--- config.mk ---
export PLATFORM = sky130hd
export DESIGN_NAME = alu_exec_ctrl
export DESIGN_NICKNAME = d
export VERILOG_FILES = /design/src/rtl/alu_exec_ctrl.sv
export SDC_FILE = /design/constraint.sdc
export NUM_CORES = 1
export LEC_CHECK = 0
export CELL_PAD_IN_SITES_DETAIL_PLACEMENT = 0
export CELL_PAD_IN_SITES_GLOBAL_PLACEMENT = 1
export CORE_UTILIZATION = 40
export DETAILED_ROUTE_END_ITERATION = 8
export DONT_BUFFER_PORTS = 1
export PLACE_DENSITY = 0.68
export SYNTH_ARGS = -nofsm -noshare
export SYNTH_HDL_FRONTEND = slang
export SYNTH_SLANG_ARGS = --single-unit
--- constraint.sdc ---
create_clock -name clk -period 2 [get_ports clk]
set_clock_uncertainty 0.05 [all_clocks]
set_input_delay 0.2 -clock clk [delete_from_list [all_inputs] [get_ports clk]]
set_output_delay 0.2 -clock clk [all_outputs]
set_load 0.05 [all_outputs]
--- src/rtl/alu_exec_ctrl.sv ---
// Execute-stage controller: EX operand register feeding the ALU, EX/MEM result
// register, and the architectural condition-code register with its interrupt shadow.
module alu_exec_ctrl #(
    parameter int N = 16
) (
    input  logic         clk,
    input  logic         rst_n,
    input  logic         in_valid,
    input  logic [3:0]   in_op,
    input  logic [N-1:0] in_src,
    input  logic [N-1:0] in_dst,
    input  logic         stall,
    input  logic         flush,
    input  logic [2:0]   flag_clr,
    input  logic         int_save,
    input  logic         rti_restore,
    output logic [3:0]   alu_ctrl,
    output logic [N-1:0] alu_src,
    output logic [N-1:0] alu_dst,
    input  logic [N-1:0] alu_out,
    input  logic         alu_c,
    input  logic         alu_z,
    input  logic         alu_n,
    output logic         out_valid,
    output logic [N-1:0] out_result,
    output logic [3:0]   out_op,
    output logic [2:0]   ccr
);

    localparam logic [3:0] OP_NOT  = 4'd1;
    localparam logic [3:0] OP_INC  = 4'd2;
    localparam logic [3:0] OP_DEC  = 4'd3;
    localparam logic [3:0] OP_ADD  = 4'd5;
    localparam logic [3:0] OP_AND  = 4'd7;
    localparam logic [3:0] OP_OR   = 4'd8;
    localparam logic [3:0] OP_SETC = 4'd11;
    localparam logic [3:0] OP_CLRC = 4'd12;

    logic         ex_valid;
    logic [3:0]   ex_op;
    logic [N-1:0] ex_src;
    logic [N-1:0] ex_dst;
    logic [2:0]   shadow;
    logic [2:0]   ccr_next;
    logic         commit;
    logic         flag_op;

    assign commit   = ex_valid && !stall && !flush;
    assign flag_op  = (ex_op inside {[OP_NOT:OP_DEC], [OP_ADD:OP_CLRC]});

    assign alu_ctrl = ex_valid ? ex_op : 4'd0;
    assign alu_src  = ex_src;
    assign alu_dst  = ex_dst;

    // NOTE: sequential state uses non-blocking assignments so every register
    // samples pre-edge values regardless of block ordering.
    always_ff @(posedge clk or negedge rst_n) begin
        if (!rst_n) begin
            ex_valid <= 1'b0;
            ex_op    <= 4'd0;
            ex_src   <= '0;
            ex_dst   <= '0;
        end else if (flush) begin
            ex_valid <= 1'b0;
        end else if (!stall) begin
            ex_valid <= in_valid;
            ex_op    <= in_op;
            ex_src   <= in_src;
            ex_dst   <= in_dst;
        end
    end

    always_ff @(posedge clk or negedge rst_n) begin
        if (!rst_n) begin
            out_valid  <= 1'b0;
            out_result <= '0;
            out_op     <= 4'd0;
        end else if (commit) begin
            out_valid  <= 1'b1;
            out_result <= alu_out;
            out_op     <= ex_op;
        end else begin
            out_valid  <= 1'b0;
        end
    end

    // Restore beats the commit update, and a jump clear beats any set from it.
    always_comb begin
        // NOTE: default first so every path assigns ccr_next and no latch is inferred.
        ccr_next = ccr;
        if (commit && flag_op) begin
            ccr_next[1] = alu_n;
            ccr_next[0] = alu_z;
            case (ex_op)
                OP_SETC:                        ccr_next[2] = 1'b1;
                OP_CLRC, OP_NOT, OP_AND, OP_OR: ccr_next[2] = 1'b0;
                default:                        ccr_next[2] = alu_c;
            endcase
        end
        ccr_next = ccr_next & ~flag_clr;
        if (rti_restore) begin
            ccr_next = shadow;
        end
    end

    // Shadow captures the pre-update CCR, so save+restore on one edge swaps them.
    always_ff @(posedge clk or negedge rst_n) begin
        if (!rst_n) begin
            ccr    <= 3'b000;
            shadow <= 3'b000;
        end else begin
            ccr <= ccr_next;
            if (int_save) begin
                shadow <= ccr;
            end
        end
    end

endmodule

==> summary.txt <==
Status -> completed
Top fanout value on the critical path -> 4
CP required -> 1.75 ns
Initial Util -> 0.419
IO Port Bufs -> 0
Hold Crit Class -> in -> reg
Actual slew at the worst max-slew pin -> 0.559 ns
Final Util -> 0.585
Cell variety after synth -> 21
Synth Net Count -> 221
Remaining antenna violation count after routing -> 0
Combinational power share -> 0.114
Register-to-Register Path Depth -> 5
PD cells -> 1150 nW/um^2
R2r endpoint -> ccr[1]
Clock transition at path regs -> 0.07 ns
Mean post-synth cell area -> 16.0 um^2
CTS tree -> built
Commonest non-fill, non-tap cells in the layout -> dfrtp_1, dlygate4sd3_1, mux2_2
Initial antenna violation count -> 0
GPL Wtd Cong -> 0.686
FF+latch count, synth -> 64
Seq/Total Area, Yosys -> 0.642
CP Class -> reg -> out
Worst slew margin -> 0.630
Final hold vios -> 0
Via count -> 1587
Final Slew Violations -> 0
DRT iter0 DRCs -> 49
Flop pwr share -> 0.613
Worst setup path start -> ex_valid
Core area -> 5960 um^2
Crit end category -> primary output
Max Root-Sink Buffers -> 2
Largest net degree at the start of global routing -> 65
Drt total wl -> 5.64 mm
Share of cells above drive strength 1 -> 0.381
Synth Warn # -> 0
Final period util -> 0.782
H-tree Lvls -> 3
Cell row count -> 28
Post-DP HPWL -> 3.53 mm
Max-capacitance violation count -> 0
IR drop worst, VDD -> 0.627 mV
Setup crit end -> alu_ctrl[1]
All-layer global routing usage -> 0.178
Multi-input gate area -> 876 um^2
Commonest non-fill, non-tap cell in the layout -> dfrtp_1
Final nets -> 296
Skew-Pair Late Insertion Delay -> 0.33 ns
Fmax -> 639 MHz
Cells after Synth -> 156
Router iterations before antenna repair -> 2
# fillers -> 485
Setup_tns -> 0 ns
Post-place setup slack -> 0.486 ns
N_diodes -> 0
Post-layout worst setup margin -> 0.436 ns
I/O Pins -> 125
CP startpoint kind -> flop
Minimum clock period -> 1.56 ns
Register area -> 1600 um^2
Tot Pwr -> 3990 uW
Die X -> 81.0 um
Hold Slack -> 0.0471 ns
RSZ-0062 raised after global routing -> false
WL/cell -> 18.1 um
Die H -> 81.0 um
Die area -> 6560 um^2
Pleak -> 0.00149 uW
R2R Path Start -> ex_op[1]
Via density -> 5.10
First-pass GRT wire length -> 8.40 mm
Syn Std Cell Area -> 2490 um^2
Net Switching -> 1580 uW
Clock share of power -> 0.272
CTS root buffer -> clkbuf_8
Total congestion overflow -> 0
TritonCTS Buffers -> 9
R2R Setup Slk -> 0.46 ns
Clock sinks -> 64
Final setup violation count -> 0
Crit path arrival time -> 1.31 ns
Switching share of power -> 0.396
DRC violations left -> 0
Number of global-route vias before repair -> 1780
Internal power -> 2410 uW
Layout area overhead -> 39.6%
==> registers in the layout (all words and copies together) (netlist names) <==
| register | cells |
|---|---|
| ex_valid | 1 |
| alu_src | 16 |
| out_result | 16 |
| ex_op | 4 |
| shadow | 3 |
| alu_dst | 16 |
| ccr | 3 |
| out_valid | 1 |
| out_op | 4 |
==> worst min path at each step <==
stage / startpoint / to / slack, ns / cells after the start
after CTS: alu_n / ccr[1] / 0.06 / 2
after floorplan: rst_n / alu_dst[0] / -0.15 / 0
after global placement: rst_n / shadow[2] / -0.14 / 0
final: alu_z / ccr[0] / 0.05 / 2
after global routing: alu_n / ccr[1] / 0.07 / 2
after detailed placement: rst_n / shadow[0] / -0.14 / 0
==> Yosys cell counts <==
library cell | number | area share
dfrtp_1 | 64 | 0.64
mux2_2 | 59 | 0.27
buf_2 | 5 | 0.010
and2_1 | 4 | 0.010
mux2i_1 | 3 | 0.012
nand2_1 | 3 | 0.0045
nor2_1 | 2 | 0.0030
o21ai_0 | 2 | 0.0040
o31ai_1 | 2 | 0.0060
a211o_1 | 1 | 0.0035
a211oi_1 | 1 | 0.0030
a21bo_2 | 1 | 0.0040
a21oi_1 | 1 | 0.0020
a221oi_1 | 1 | 0.0035
clkbuf_1 | 1 | 0.0015
inv_1 | 1 | 0.0015
nor2_2 | 1 | 0.0025
nor3b_4 | 1 | 0.0075
nor4b_1 | 1 | 0.0035
o211ai_1 | 1 | 0.0030
o311ai_2 | 1 | 0.0065
==> layer usage <==
| layer | share of wire | vias up | global-route usage |
|---|---|---|---|
| li1 | - | 712 | - |
| met1 | 0.35 | 782 | 0.180 |
| met2 | 0.54 | 79 | 0.308 |
| met3 | 0.089 | 14 | 0.0764 |
| met4 | 0.024 | 0 | 0.100 |
| met5 | 0 | - | 0 |
==> through the flow <==
stage               std cells  instance area (um^2)
global placement          228                  2600
detailed placement        228                  2600
CTS                       305                  3430
global route              311                  3480
floorplan                 156                  2490
finish                    311                  3480
==> repair_timing <==
item / CTS / global route
gates resized for setup: 0 / 3
buffers inserted: 0 / 6
hold buffers: 61 / 1
hold endpoints to repair: 123 / 1
endpoints found under the setup margin: 0 / 1
==> cell type report <==
class                           instances  share of cell area
Clock inverter                          5              0.0162
Sequential cell                        64               0.460
Timing Repair Buffer                   70               0.203
Tap cell                               75              0.0269
Inverter                                1             0.00108
Clock buffer                           11              0.0406
Multi-Input combinational cell         85               0.251
==> kinds of logic (layout without fill, tap and decap cells) <==
family / count (synthesis) / count (layout) / synth area share
and+or+nand+nor: 12 / 12 / 0.0311
buffers and inverters: 7 / 87 / 0.0130
AOI/OAI and AO/OA: 11 / 11 / 0.0356
DFF: 64 / 64 / 0.642
muxes: 62 / 62 / 0.278
==> power groups by stage <==
stage | Sequential [uW] | Clock [uW] | Combinational, uW
finish | 2450 | 1090 | 456
global route | 2480 | 1170 | 496
CTS | 2450 | 1110 | 427
detailed placement | 2480 | 0 | 302
global placement | 2470 | 0 | 281
floorplan | 2410 | 0 | 268
==> critical path: stages (launching register included) <==
cell	delay, ns
dfrtp_1	0.39
buf_4	0.13
and2_1	0.47
(Power assumes the default switching activity.)
